**config.mk**
```make
export PLATFORM = sky130hd
export DESIGN_NAME = decode_stage
export DESIGN_NICKNAME = d
export VERILOG_FILES = /design/src/rtl/mips_pkg.sv /design/src/rtl/decode_comb.sv /design/src/rtl/decode_stage.sv
export SDC_FILE = /design/constraint.sdc
export NUM_CORES = 1
export LEC_CHECK = 0
export BUFFER_PORTS_ARGS = -buffer_cell sky130_fd_sc_hd__buf_2
export CORE_MARGIN = 5
export CORE_UTILIZATION = 51
export CTS_CLUSTER_DIAMETER = 50
export CTS_CLUSTER_SIZE = 10
export DETAILED_ROUTE_END_ITERATION = 6
export PLACE_DENSITY = 0.93
export SYNTH_ARGS = -nofsm -noshare
export SYNTH_HDL_FRONTEND = slang
export SYNTH_SLANG_ARGS = --single-unit
```
**constraint.sdc**
```tcl
create_clock -name clk -period 4.93 [get_ports clk]
set_input_delay 0.7395 -clock clk [delete_from_list [all_inputs] [get_ports clk]]
set_output_delay 0.7395 -clock clk [all_outputs]
set_load 0.05 [all_outputs]
```
**src/rtl/mips_pkg.sv**
```systemverilog
// mips_pkg: shared definitions for the MIPS-subset decode stage.
//   - opcode / funct constants of the supported instructions
//   - ALU op, next-PC source and register write-data source encodings
//   - decode_t: the decoded bundle carried by the stage output register
//   - uses_rs / uses_rt: which source registers an opcode actually reads
package mips_pkg;

    localparam logic [5:0] OpcR    = 6'h00;
    localparam logic [5:0] OpcJ    = 6'h02;
    localparam logic [5:0] OpcJal  = 6'h03;
    localparam logic [5:0] OpcBeq  = 6'h04;
    localparam logic [5:0] OpcBne  = 6'h05;
    localparam logic [5:0] OpcAddi = 6'h08;
    localparam logic [5:0] OpcXori = 6'h0e;
    localparam logic [5:0] OpcLw   = 6'h23;
    localparam logic [5:0] OpcSw   = 6'h2b;

    localparam logic [5:0] FnJr  = 6'h08;
    localparam logic [5:0] FnAdd = 6'h20;
    localparam logic [5:0] FnSub = 6'h22;
    localparam logic [5:0] FnSlt = 6'h2a;

    localparam logic [4:0] LinkReg = 5'd31;

    typedef enum logic [2:0] {
        AluAdd = 3'd0,
        AluSub = 3'd1,
        AluXor = 3'd2,
        AluSlt = 3'd3
    } alu_op_e;

    typedef enum logic [1:0] {
        PcPlus4  = 2'd0,
        PcJump   = 2'd1,
        PcJr     = 2'd2,
        PcBranch = 2'd3
    } pc_src_e;

    typedef enum logic [1:0] {
        DinAlu  = 2'd0,
        DinMem  = 2'd1,
        DinLink = 2'd2
    } reg_din_e;

    typedef struct packed {
        logic [4:0]  rs;
        logic [4:0]  rt;
        logic [4:0]  rd;
        logic [4:0]  reg_waddr;
        alu_op_e     op;
        pc_src_e     pc_src;
        reg_din_e    reg_din;
        logic        reg_we;
        logic        dm_we;
        logic        alu_b_src;
        logic        bne;
        logic [31:0] imm;
        logic [25:0] j_addr;
        logic        illegal;
    } decode_t;

    // Every format except the J-type jumps carries a live rs field.
    function automatic logic uses_rs(input logic [5:0] opcode);
        return !((opcode == OpcJ) || (opcode == OpcJal));
    endfunction

    // rt is a source only for R-type, stores and the compare-and-branch pair.
    function automatic logic uses_rt(input logic [5:0] opcode);
        return (opcode == OpcR) || (opcode == OpcSw) ||
               (opcode == OpcBeq) || (opcode == OpcBne);
    endfunction

endpackage

```
**src/rtl/decode_comb.sv**
```systemverilog
// decode_comb: purely combinational MIPS-subset instruction decoder.
// Ports:
//   instr_i  32-bit instruction word
//   dec_o    decoded bundle (register fields, control, immediate, jump target)
// Unlisted opcodes/functs raise illegal with all side-effecting controls
// (reg_we, dm_we, pc_src) left at their inert defaults.
module decode_comb
    import mips_pkg::*;
(
    input  logic [31:0] instr_i,
    output decode_t     dec_o
);

    logic [5:0] opcode;
    logic [5:0] funct;

    assign opcode = instr_i[31:26];
    assign funct  = instr_i[5:0];

    always_comb begin
        dec_o           = '0;
        dec_o.rs        = instr_i[25:21];
        dec_o.rt        = instr_i[20:16];
        dec_o.rd        = instr_i[15:11];
        dec_o.j_addr    = instr_i[25:0];
        dec_o.reg_waddr = instr_i[20:16];
        dec_o.imm       = {{16{instr_i[15]}}, instr_i[15:0]};
        dec_o.op        = AluAdd;
        dec_o.pc_src    = PcPlus4;
        dec_o.reg_din   = DinAlu;

        case (opcode)
            OpcLw: begin
                dec_o.reg_we    = 1'b1;
                dec_o.reg_din   = DinMem;
                dec_o.alu_b_src = 1'b1;
            end
            OpcSw: begin
                dec_o.dm_we     = 1'b1;
                dec_o.alu_b_src = 1'b1;
            end
            OpcJ: begin
                dec_o.pc_src = PcJump;
            end
            OpcJal: begin
                dec_o.pc_src    = PcJump;
                dec_o.reg_we    = 1'b1;
                dec_o.reg_din   = DinLink;
                dec_o.reg_waddr = LinkReg;
            end
            OpcBeq: begin
                dec_o.op     = AluSub;
                dec_o.pc_src = PcBranch;
            end
            OpcBne: begin
                dec_o.op     = AluSub;
                dec_o.pc_src = PcBranch;
                dec_o.bne    = 1'b1;
            end
            OpcXori: begin
                dec_o.op        = AluXor;
                dec_o.alu_b_src = 1'b1;
                dec_o.reg_we    = 1'b1;
                dec_o.imm       = {16'h0000, instr_i[15:0]};
            end
            OpcAddi: begin
                dec_o.alu_b_src = 1'b1;
                dec_o.reg_we    = 1'b1;
            end
            OpcR: begin
                dec_o.reg_waddr = instr_i[15:11];
                case (funct)
                    FnAdd: begin
                        dec_o.reg_we = 1'b1;
                    end
                    FnSub: begin
                        dec_o.op     = AluSub;
                        dec_o.reg_we = 1'b1;
                    end
                    FnSlt: begin
                        dec_o.op     = AluSlt;
                        dec_o.reg_we = 1'b1;
                    end
                    FnJr: begin
                        dec_o.pc_src = PcJr;
                    end
                    default: begin
                        dec_o.illegal = 1'b1;
                    end
                endcase
            end
            default: begin
                dec_o.illegal = 1'b1;
            end
        endcase
    end

endmodule

```
**src/rtl/decode_stage.sv**
```systemverilog
// decode_stage: one-deep registered decode stage with valid/ready handshake,
// load-use hazard bubble insertion and a saturating illegal-instruction count.
// Ports:
//   clk, rst_n               clock, asynchronous active-low reset
//   inValid / inReady        upstream handshake (instr, pc)
//   outValid / outReady      downstream handshake for the decoded bundle
//   rs..illegal, pcOut       registered decoded bundle
//   errCount                 saturating count of accepted illegal instructions
// Parameters:
//   STALL_CYCLES  load-use bubble length (0..3, 0 disables hazard detection)
//   ERR_CNT_W     width of errCount
module decode_stage
    import mips_pkg::*;
#(
    parameter int unsigned STALL_CYCLES = 1,
    parameter int unsigned ERR_CNT_W    = 8
) (
    input  logic                 clk,
    input  logic                 rst_n,
    input  logic                 inValid,
    output logic                 inReady,
    input  logic [31:0]          instr,
    input  logic [31:0]          pc,
    output logic                 outValid,
    input  logic                 outReady,
    output logic [4:0]           rs,
    output logic [4:0]           rt,
    output logic [4:0]           rd,
    output logic [4:0]           regWAddr,
    output logic [2:0]           op,
    output logic [1:0]           pcSrcCtrl,
    output logic [1:0]           regDInCtrl,
    output logic                 regWe,
    output logic                 dmWe,
    output logic                 aluBSrcCtrl,
    output logic                 bneCtrl,
    output logic [31:0]          imm,
    output logic [25:0]          jAddr,
    output logic [31:0]          pcOut,
    output logic                 illegal,
    output logic [ERR_CNT_W-1:0] errCount
);

    localparam logic [1:0]           StallLoad = 2'(STALL_CYCLES);
    localparam logic [ERR_CNT_W-1:0] ErrMax    = '1;

    typedef enum logic {
        StRun,
        StStall
    } state_e;

    decode_t dec;

    decode_comb u_decode_comb (
        .instr_i (instr),
        .dec_o   (dec)
    );

    // Hazard tracking / FSM state
    state_e     state_q;
    logic [1:0] stall_cnt_q;
    logic       last_was_load_q;
    logic [4:0] last_load_rt_q;

    // Output register
    logic                 out_valid_q, out_valid_d;
    decode_t              bundle_q, bundle_d;
    logic [31:0]          pc_q, pc_d;
    logic [ERR_CNT_W-1:0] err_cnt_q, err_cnt_d;

    logic [5:0] opcode;
    logic       rs_hit;
    logic       rt_hit;
    logic       hazard;
    logic       stall_active;
    logic       in_ready;
    logic       xfer;

    assign opcode = instr[31:26];
    assign rs_hit = uses_rs(opcode) && (dec.rs == last_load_rt_q);
    assign rt_hit = uses_rt(opcode) && (dec.rt == last_load_rt_q);

    assign hazard = (STALL_CYCLES != 0) && inValid && last_was_load_q &&
                    (last_load_rt_q != 5'd0) && (rs_hit || rt_hit);

    // The RUN cycle that detects the hazard is itself the first bubble, so the
    // STALL state only blocks while more than one bubble remains; the final
    // count-down cycle already lets the waiting instruction through.
    assign stall_active = ((state_q == StRun) && hazard) ||
                          ((state_q == StStall) && (stall_cnt_q > 2'd1));

    assign in_ready = (!out_valid_q || outReady) && !stall_active;
    assign xfer     = inValid && in_ready;

    always_ff @(posedge clk or negedge rst_n) begin
        if (!rst_n) begin
            state_q         <= StRun;
            stall_cnt_q     <= 2'd0;
            last_was_load_q <= 1'b0;
            last_load_rt_q  <= 5'd0;
        end else begin
            unique case (state_q)
                StRun: begin
                    if (hazard) begin
                        state_q     <= StStall;
                        stall_cnt_q <= StallLoad;
                    end
                end
                StStall: begin
                    stall_cnt_q <= stall_cnt_q - 2'd1;
                    if (stall_cnt_q <= 2'd1) begin
                        state_q         <= StRun;
                        last_was_load_q <= 1'b0;
                    end
                end
                default: begin
                    state_q <= StRun;
                end
            endcase
            // A transfer on the exit edge records the new instruction, which
            // must win over the stall's clearing of lastWasLoad.
            if (xfer) begin
                last_was_load_q <= (opcode == OpcLw);
                last_load_rt_q  <= dec.rt;
            end
        end
    end

    always_comb begin
        out_valid_d = out_valid_q;
        bundle_d    = bundle_q;
        pc_d        = pc_q;
        err_cnt_d   = err_cnt_q;
        if (xfer) begin
            out_valid_d = 1'b1;
            bundle_d    = dec;
            pc_d        = pc;
            if (dec.illegal && (err_cnt_q != ErrMax)) begin
                err_cnt_d = err_cnt_q + ERR_CNT_W'(1);
            end
        end else if (outReady) begin
            out_valid_d = 1'b0;
        end
    end

    always_ff @(posedge clk or negedge rst_n) begin
        if (!rst_n) begin
            out_valid_q <= 1'b0;
            bundle_q    <= '0;
            pc_q        <= 32'd0;
            err_cnt_q   <= '0;
        end else begin
            out_valid_q <= out_valid_d;
            bundle_q    <= bundle_d;
            pc_q        <= pc_d;
            err_cnt_q   <= err_cnt_d;
        end
    end

    assign inReady     = in_ready;
    assign outValid    = out_valid_q;
    assign rs          = bundle_q.rs;
    assign rt          = bundle_q.rt;
    assign rd          = bundle_q.rd;
    assign regWAddr    = bundle_q.reg_waddr;
    assign op          = bundle_q.op;
    assign pcSrcCtrl   = bundle_q.pc_src;
    assign regDInCtrl  = bundle_q.reg_din;
    assign regWe       = bundle_q.reg_we;
    assign dmWe        = bundle_q.dm_we;
    assign aluBSrcCtrl = bundle_q.alu_b_src;
    assign bneCtrl     = bundle_q.bne;
    assign imm         = bundle_q.imm;
    assign jAddr       = bundle_q.j_addr;
    assign pcOut       = pc_q;
    assign illegal     = bundle_q.illegal;
    assign errCount    = err_cnt_q;

endmodule

```
==> impl_metrics.py, run 1 <==
metrics = {
    "synthesis": {
        "ys_types": 47,
        "synth_area_leaders": "dfrtp_1 (51%), mux2_2 (14%), buf_4 (8.2%)",
        "synth_edf_count": 0,
        "yosysWarnings": 0,
        "synth_cells": 356,
        "yosysSeqAreaShare": 0.511,
        "syn_area_per_cell_sq_um": 12.1,
        "async_flop_share": 1.00,
        "synth_nets": 426,
        "synth.ff_latch_count": 88,
        "synthesis.area_sq_um": 4310,
        "synth_top_area_frac": 0.511,
        "yosys.area.top_type": "dfrtp_1",
        "synth_flop_cell": "dfrtp_1",
    },
    "power_and_ir_drop": {
        "ir_worst_vdd_mv": 0.212,
        "combPwrFrac": 0.420,
        "seqPwrFrac": 0.379,
        "sw_frac_of_total": 0.466,
        "pwr_density_cell_nw_per_um2": 474,
        "p_clk_frac": 0.201,
        "switchingPower_w": 0.00115,
        "p_int_w": 0.00132,
        "leakage_nw": 2.63,
    },
    "setup_path": {
        "cp.arrival_ns": 2.52,
        "crit_slowest_cell": "or4_1",
        "path_class": "reg -> out",
        "slowest_delay_ns": 0.54,
        "end_kind": "output pin",
        "critPathLaunchType": "flop",
        "cp_max_fo": 23,
        "required_ns": 4.19,
        "critical_path.cell_chain": "or4_1 -> o211ai_1 -> nand4b_1 -> o31ai_2 -> buf_4 -> nor2_1 -> buf_2",
    },
    "floorplanning": {
        "io_pins": 200,
        "die_h_microns": 102,
        "dieArea_sq_um": 10400,
        "rows": 33,
        "core-area_sq_um": 8220,
        "start_util": 0.524,
        "die_x_microns": 102,
    },
    "layout": {
        "fin_nets": 574,
        "final_cell_area_sq_um": 5220,
        "drive_gt1_frac": 0.544,
        "fillCellCount": 659,
        "antenna_cells": 0,
        "area_delta_synth_final_pct": 21.2,
    },
    "timing": {
        "tns_ns": 0,
        "worst_slack_ns": 1.67,
        "fin_crit_sh": 0.661,
        "fmax_mhz": 307,
        "timing.hold.ws_ns": 0.484,
        "hold_violations": 0,
        "fin_crit_ns": 3.26,
        "tightestPinTransition_ns": 1.11,
        "finalMaxSlewViolations": 0,
        "grt_setup_unrepaired": "false",
        "setup_viol": 0,
        "maxSlewHeadroom": 0.261,
        "finClkSkew_ns": 0.0107,
    },
    "route": {
        "viasPerCell": 5.36,
        "drtPass1Iterations": 5,
        "drtAntennaViolNets": 0,
        "vias": 3290,
        "drc": 0,
        "postRouteWirelength_microns": 10600,
        "drt_iter0_drc": 166,
        "wl_per_cell_microns": 17.3,
    },
    "grt": {
        "first_global_vias": 3346,
        "overflow": 0,
        "grt_first_pass_wirelength_microns": 16500,
        "antenna_found_initial": 0,
        "grt_max_degree": 89,
        "grt_usage": 0.203,
    },
    "clocking": {
        "cts_resized": 0,
        "ctsHoldBuffers": 0,
        "post_cts_buffers": 0,
        "clock_latency_ns": 0.35,
        "root_buffer": "clkbuf_8",
        "cts_buffers": 9,
        "htreeDepth": 3,
        "cts_sinks": 88,
        "clk_path_buf_depth": 2,
        "cts_tree": "done",
        "clk_pin_slew_ns": 0.09,
    },
    "place": {
        "dpl_cell_area_sq_um": 5020,
        "dp_slack_ns": 1.49,
        "hpwlAfterDp_microns": 8040,
        "gp_congestion": 0.766,
        "port-buffer-count": 198,
    },
    "worst_hold_path": {
        "hold_class": "reg -> reg",
    },
    "outcome": {
        "outcome": "complete, no violations",
    },
    "flow_run": {
        "drv_cap": 0,
    },
}
[final timing paths]
kind / startpoint / to / slack, ns / depth (start not counted)
setup reg to reg: rt[3] / pcOut[22] / 1.69 / 8
hold reg to reg: regDInCtrl[1] / regDInCtrl[1] / 0.48 / 1
setup / recovery: rt[3] / inReady / 1.67 / 7
max in group asynchronous: rst_n / imm[2] / 3.64 / 1
min in group asynchronous: rst_n / errCount[5] / 0.59 / 1
hold / removal: regDInCtrl[1] / regDInCtrl[1] / 0.48 / 1
[stage by stage]
step            util  power (W)  std cells
2_1_floorplan      -    0.00180        356
5_1_grt        0.635    0.00258        614
3_5_place_dp   0.611    0.00199        598
3_3_place_gp   0.611    0.00197        598
4_1_cts        0.635    0.00250        614
6_report       0.635    0.00247        614
[power by group through the flow]
stage / Sequential, W / Combinational, W / Clock (W)
after floorplan: 0.00132 / 0.000479 / 0
after global placement: 0.000939 / 0.00103 / 0
after detailed placement: 0.000948 / 0.00105 / 0
after CTS: 0.000936 / 0.00105 / 0.000513
after global routing: 0.000952 / 0.00108 / 0.000542
final: 0.000937 / 0.00104 / 0.000497
[kinds of logic (layout without fill, tap and decap cells)]
group	Yosys count	in the layout	share of synthesized area
xor gates and xnor gates	19	19	0.0387
other	1	1	0.000871
and+or+nand+nor	71	71	0.101
muxes	67	67	0.175
DFF	88	88	0.511
buffers and inverters	68	221	0.106
AOI/OAI and AO/OA	40	40	0.0604
adders and majority gates	2	2	0.00581
[final cells by class]
class                           instances  area (sq um)  share of cell area
Timing Repair Buffer                  201          1020               0.195
Inverter                                4          15.0             0.00288
Clock buffer                           10           128              0.0245
Sequential cell                        88          2200               0.422
Multi-Input combinational cell        200          1660               0.317
Tap cell                              105           131              0.0252
Clock inverter                          6          68.8              0.0132
[registers in the layout (all words and copies together) (netlist names), 4 cells and up]
name      count
errCount      8
rd            4
imm          13
rt            4
rs            5
pcOut        32
regWAddr      5
[critical path, delay by kind of cell, from the launching register on]
| family | cells | cell delay (ns) |
|---|---|---|
| AO/OA/AOI/OAI | 2 | 0.37 |
| AND/OR/NAND/NOR | 3 | 0.83 |
| buffers and inverters | 2 | 0.49 |
| flip-flops | 1 | 0.48 |
[synthesized netlist by cell type, types with 2 or more instances]
cell      number
clkbuf_1       6
buf_6          2
mux2_1        14
mux2_2        52
nand4b_1       2
and4_1         2
or4_1          3
nand4_1        6
xor2_1        14
nand2_1        7
a21oi_1        3
xnor2_1        5
a21o_1         6
ha_1           2
dfrtp_1       88
o21ai_0       18
nor2b_1        2
or3_1          4
buf_4         47
nor3_1         9
nand3_1        4
nand2b_1       6
o22ai_1        6
inv_1          4
nor2_1         6
buf_2          9
nor4_1         9
[placed cells by master, fill, tap and decap left out, drive strengths merged, types with 7 or more instances in the layout]
| master | n |
|---|---|
| buf | 201 |
| dfrtp | 88 |
| mux2 | 66 |
| o21ai | 18 |
| xor2 | 14 |
| nor4 | 10 |
| clkbuf | 10 |
| nor3 | 9 |
| nand2 | 7 |
| nor2 | 7 |
[routing by layer]
metal | up-vias | share of wire | GRT usage
met4 | 0 | 0.010 | 0.0676
li1 | 1523 | - | -
met5 | - | 0 | 0
met3 | 10 | 0.096 | 0.0526
met2 | 161 | 0.53 | 0.357
met1 | 1596 | 0.37 | 0.244
No activity file was read; power rests on OpenSTA's default activity.
==> run 2: changes to the inputs <==
--- a/config.mk
+++ b/config.mk
@@ -7,11 +7,11 @@
 export LEC_CHECK = 0
 export BUFFER_PORTS_ARGS = -buffer_cell sky130_fd_sc_hd__buf_2
 export CORE_MARGIN = 5
-export CORE_UTILIZATION = 51
+export CORE_UTILIZATION = 47
 export CTS_CLUSTER_DIAMETER = 50
 export CTS_CLUSTER_SIZE = 10
 export DETAILED_ROUTE_END_ITERATION = 6
-export PLACE_DENSITY = 0.93
+export PLACE_DENSITY = 0.87
 export SYNTH_ARGS = -nofsm -noshare
 export SYNTH_HDL_FRONTEND = slang
 export SYNTH_SLANG_ARGS = --single-unit
==> constraint.sdc (replaced) <==
create_clock -name clk -period 3.3 [get_ports clk]
set_input_delay 0.495 -clock clk [delete_from_list [all_inputs] [get_ports clk]]
set_output_delay 0.495 -clock clk [all_outputs]
set_load 0.05 [all_outputs]
==> run 2 against run 1 <==
Net effect: flip-flop and latch count unchanged; die area grew 7.7%; routed wire length down 1.7%; global-route usage shrank 1.8 points; total power is 46% higher; non-clock buffer count increased by 1; first-iteration DRC count decreased by 20%; clock skew rose by 0.0054 ns; via count shrank 0.36%; sequential share of layout area fell by 0.14 points.
==> impl_metrics.py, run 2 (synthesis gave the netlist of run 1 again) <==
metrics = {
    "route": {
        "viasPerCell": 5.27,
        "postRouteWirelength_microns": 10500,
        "drtPass1Iterations": 5,
        "drtAntennaViolNets": 0,
        "drt_iter0_drc": 133,
        "drc": 0,
        "vias": 3278,
        "wl_per_cell_microns": 16.8,
    },
    "layout": {
        "final_cell_area_sq_um": 5230,
        "final_util": 0.577,
        "layout_common_cells": "buf_2 (197), dfrtp_1 (88), mux2_2 (52)",
        "fin_cells": 622,
        "area_delta_synth_final_pct": 21.6,
        "drive_gt1_frac": 0.543,
        "largest_reg_flops": 32,
        "fillCellCount": 760,
        "fin_nets": 575,
        "mostFrequentLayoutCell": "buf_2",
    },
    "timing": {
        "fin_crit_sh": 0.937,
        "hold_violations": 0,
        "finalMaxSlewViolations": 0,
        "worst_slack_ns": 0.209,
        "finClkSkew_ns": 0.0161,
        "tns_ns": 0,
        "maxSlewHeadroom": 0.261,
        "fin_crit_ns": 3.09,
        "tightestPinTransition_ns": 1.11,
        "fmax_mhz": 324,
        "grt_setup_unrepaired": "false",
        "setup_viol": 0,
    },
    "place": {
        "hpwlAfterDp_microns": 7900,
        "dpl_cell_area_sq_um": 5050,
        "gp_congestion": 0.758,
        "dp_slack_ns": 0.319,
        "dp.cells": 605,
        "port-buffer-count": 198,
    },
    "clocking": {
        "ctsHoldBuffers": 0,
        "cts_tree": "done",
        "clock_latency_ns": 0.34,
        "cts_sinks": 88,
        "clk_path_buf_depth": 2,
        "htreeDepth": 3,
        "root_buffer": "clkbuf_8",
        "clk_pin_slew_ns": 0.09,
        "cts_buffers": 9,
    },
    "floorplanning": {
        "rows": 35,
        "dieArea_sq_um": 11200,
        "core-area_sq_um": 9060,
        "die_x_microns": 106,
        "start_util": 0.475,
        "die_h_microns": 106,
        "io_pins": 200,
    },
    "setup_path": {
        "crit_start": "rt[0]",
        "r2r-start": "rt[0]",
        "required_ns": 2.80,
        "critPathLaunchType": "flop",
        "end_kind": "output pin",
        "cp_max_fo": 12,
        "cp.arrival_ns": 2.60,
        "path_class": "reg -> out",
    },
    "grt": {
        "first_global_vias": 3283,
        "antenna_found_initial": 1,
        "grt_max_degree": 89,
        "grt_usage": 0.185,
        "overflow": 0,
        "grt_first_pass_wirelength_microns": 16700,
    },
    "power_and_ir_drop": {
        "seqPwrFrac": 0.386,
        "combPwrFrac": 0.430,
        "ir_worst_vdd_mv": 0.299,
        "p_int_w": 0.00192,
        "p_clk_frac": 0.184,
        "leakage_nw": 2.63,
        "pwr_density_cell_nw_per_um2": 690,
        "switchingPower_w": 0.00169,
        "sw_frac_of_total": 0.469,
    },
    "outcome": {
        "outcome": "complete, no violations",
    },
    "worst_hold_path": {
        "hold_class": "in -> async",
    },
    "flow_run": {
        "drv_cap": 0,
    },
}
[run 2: cell count changes in the layout (fill, tap and decap cells not counted), sizes merged]
| cell | delta |
|---|---|
| inv | -1 |
| clkbuf | +2 |
| buf | +1 |
| diode | +1 |
| bufinv | -1 |
[run 2: layout make-up]
class | instances | area, sq um | share of cell area
multi-input cells | 200 | 1660 | 0.318
clock buffers | 12 | 145 | 0.0277
flip-flops and latches | 88 | 2200 | 0.421
repair buffers | 202 | 1040 | 0.198
well taps | 111 | 139 | 0.0265
clock inverters | 4 | 30.0 | 0.00574
diodes | 1 | 2.50 | 0.000478
inverters | 4 | 15.0 | 0.00287
[run 2: per-layer routing]
metal / global-route usage / vias up / part of all wire
met1: 0.218 / 1586 / 0.38
li1: - / 1518 / -
met2: 0.319 / 154 / 0.51
met5: 0 / - / 0.0012
met4: 0.0537 / 2 / 0.013
met3: 0.0655 / 18 / 0.097
[run 2: final timing paths]
| kind | end | slack, ns | cells after the start |
|---|---|---|---|
| max | inReady | 0.21 | 6 |
| min | errCount[7] | 0.32 | 1 |
| max reg2reg | imm[0] | 0.50 | 7 |
| min reg2reg | bneCtrl | 0.49 | 1 |
| max in group asynchronous | pcOut[7] | 2.22 | 1 |
| min in group clk | imm[10] | 0.38 | 2 |
[run 2: worst max-delay path: stages, from the launching register on]
cell and delay, ns:
dfrtp_1 0.46, or4_1 0.56, o211ai_1 0.40, nand4b_1 0.24
o31ai_4 0.19, nor2_1 0.14, buf_2 0.27
[run 2: power groups by stage]
stage               clock [W]  sequential (W)  combinational [W]
floorplan                   0         0.00197           0.000716
global placement            0         0.00140            0.00155
detailed placement          0         0.00141            0.00157
CTS                  0.000692         0.00139            0.00157
global route         0.000736         0.00142            0.00162
finish               0.000665         0.00139            0.00155
[run 2: stage by stage]
step	power (W)	hold slack (ns)
2_1_floorplan	0.00269	0.199
3_3_place_gp	0.00295	0.465
3_5_place_dp	0.00298	0.465
4_1_cts	0.00365	0.358
5_1_grt	0.00378	0.357
6_report	0.00361	0.324
[run 2: timing repair]
item | CTS | global route
endpoints found under the setup margin | 0 | 1
buffers inserted | 0 | 0
resized for setup | 0 | 1
==> run 3: changes to the inputs <==
--- a/config.mk
+++ b/config.mk
@@ -11,6 +11,7 @@
 export CTS_CLUSTER_DIAMETER = 50
 export CTS_CLUSTER_SIZE = 10
 export DETAILED_ROUTE_END_ITERATION = 6
+export GPL_TIMING_DRIVEN = 0
 export PLACE_DENSITY = 0.87
 export SYNTH_ARGS = -nofsm -noshare
 export SYNTH_HDL_FRONTEND = slang
==> run 3 against run 2 <==
Net effect: design area is 8.4% higher; hold slack worse by 0.24 ns; clock power is 22% higher; total power is 7.8% higher; first-iteration DRC count is 5.3% higher; sequential power hardly changed; sequential share of layout area is 3.3 points lower; non-clock buffer count is 59 higher; setup slack worse by 0.032 ns; utilization is 4.9 points higher; flip-flop and latch count stayed put; clock skew is 0.0050 ns lower.
==> impl_metrics.py, run 3 (synthesis gave the netlist of run 1 again) <==
metrics = {
    "power_and_ir_drop": {
        "p_clk_frac": 0.208,
        "switchingPower_w": 0.00172,
        "seqPwrFrac": 0.360,
        "p_int_w": 0.00217,
        "pwr_density_cell_nw_per_um2": 686,
        "combPwrFrac": 0.432,
        "leakage_nw": 2.91,
        "ir_worst_vdd_mv": 0.300,
        "sw_frac_of_total": 0.442,
    },
    "route": {
        "drc": 0,
        "drt_iter0_drc": 140,
        "postRouteWirelength_microns": 11200,
        "viasPerCell": 5.19,
        "drtAntennaViolNets": 0,
        "wl_per_cell_microns": 16.5,
        "vias": 3527,
        "drtPass1Iterations": 4,
    },
    "clocking": {
        "cts_resized": 0,
        "ctsHoldBuffers": 0,
        "htreeDepth": 3,
        "cts_sinks": 88,
        "clk_pin_slew_ns": 0.09,
        "cts_buffers": 9,
        "clk_path_buf_depth": 2,
        "root_buffer": "clkbuf_8",
        "clock_latency_ns": 0.34,
        "post_cts_buffers": 0,
        "cts_tree": "done",
    },
    "timing": {
        "tns_ns": 0,
        "finalMaxSlewViolations": 0,
        "maxSlewHeadroom": 0.530,
        "fin_crit_sh": 0.946,
        "fmax_mhz": 320,
        "tightestPinTransition_ns": 0.699,
        "finClkSkew_ns": 0.0111,
        "setup_viol": 0,
        "timing.hold.ws_ns": 0.0857,
        "grt_setup_unrepaired": "false",
        "worst_slack_ns": 0.177,
        "fin_crit_ns": 3.12,
        "hold_violations": 0,
    },
    "layout": {
        "multi_input_area_sq_um": 1650,
        "fin_cells": 680,
        "fillCellCount": 745,
        "drive_gt1_frac": 0.578,
        "seq_area_sq_um": 2200,
        "antenna_cells": 0,
        "area_delta_synth_final_pct": 31.8,
        "fin_nets": 634,
        "mostFrequentLayoutCell": "buf_2",
        "largest_reg_flops": 32,
        "layout_common_cells": "buf_2 (204), dfrtp_1 (88), mux2_2 (52)",
    },
    "setup_path": {
        "crit_slowest_cell": "or4_1",
        "critPathLaunchType": "flop",
        "critical_path.cell_chain": "or4_1 -> o211ai_1 -> nand4b_1 -> o31ai_2 -> clkbuf_1 -> nor2_1 -> buf_2",
        "cp.arrival_ns": 2.63,
        "slowest_delay_ns": 0.57,
        "r2r_cells": 7,
        "end_kind": "output pin",
        "required_ns": 2.80,
        "path_class": "reg -> out",
        "cp_max_fo": 10,
    },
    "floorplanning": {
        "die_h_microns": 106,
        "io_pins": 200,
        "start_util": 0.475,
        "core-area_sq_um": 9060,
        "rows": 35,
        "die_x_microns": 106,
        "dieArea_sq_um": 11200,
    },
    "grt": {
        "overflow": 0,
        "grt_first_pass_wirelength_microns": 18300,
        "grt_max_degree": 59,
        "grt_usage": 0.201,
        "first_global_vias": 3717,
        "antenna_found_initial": 0,
    },
    "place": {
        "port-buffer-count": 196,
        "dp.cells": 664,
        "hpwlAfterDp_microns": 8840,
        "gp_congestion": 0.843,
        "dp_slack_ns": 0.342,
    },
    "flow_run": {
        "drv_cap": 0,
    },
    "worst_hold_path": {
        "hold_class": "in -> async",
    },
    "outcome": {
        "outcome": "complete, no violations",
    },
}
==> run 3: power by group through the flow <==
stage / clock, W / combinational (W) / sequential (W)
after floorplan: 0 / 0.000716 / 0.00197
after global placement: 0 / 0.00166 / 0.00140
after detailed placement: 0 / 0.00169 / 0.00142
after CTS: 0.000830 / 0.00170 / 0.00140
after global routing: 0.000878 / 0.00176 / 0.00143
final: 0.000811 / 0.00168 / 0.00140
==> run 3: per-stage QoR <==
step / util / instance area, sq um / power (W)
after detailed placement: 0.602 / 5460 / 0.00311
after global routing: 0.626 / 5670 / 0.00407
after floorplan: - / 4310 / 0.00269
after CTS: 0.625 / 5670 / 0.00393
final: 0.626 / 5670 / 0.00389
after global placement: 0.598 / 5430 / 0.00306
==> run 3: final cells by class <==
cell class,count,area share
clock buffer,13,0.0262
tap,111,0.0245
timing repair buffer,197,0.178
sequential,88,0.388
multi-input combinational,200,0.291
clock inverter,3,0.0115
inverter,4,0.00265
buffer,64,0.0781
==> run 3: critical path: cells and delay by family, from the launching register on <==
kind | cells | cell delay (ns)
AND/OR/NAND/NOR | 3 | 0.89
buffers and inverters | 2 | 0.51
AO/OA/AOI/OAI | 2 | 0.41
flip-flops | 1 | 0.47
==> run 3: path summary, 6_finish.rpt <==
path                         startpoint           end  slack (ns)
min                               rst_n   errCount[6]        0.09
max reg2reg                       rt[3]     pcOut[30]        0.40
max                               rt[3]       inReady        0.18
max in group asynchronous         rst_n         op[0]        2.58
min in group clk               instr[8]        imm[8]        0.38
min reg2reg                pcSrcCtrl[0]  pcSrcCtrl[0]        0.48
==> run 3: per-layer routing <==
layer	track usage	routed length, microns	vias up
met1	0.227	4230	1726
met3	0.0649	944	18
met4	0.0620	168	0
met2	0.360	5900	147
li1	-	-	1636
met5	0	0	-
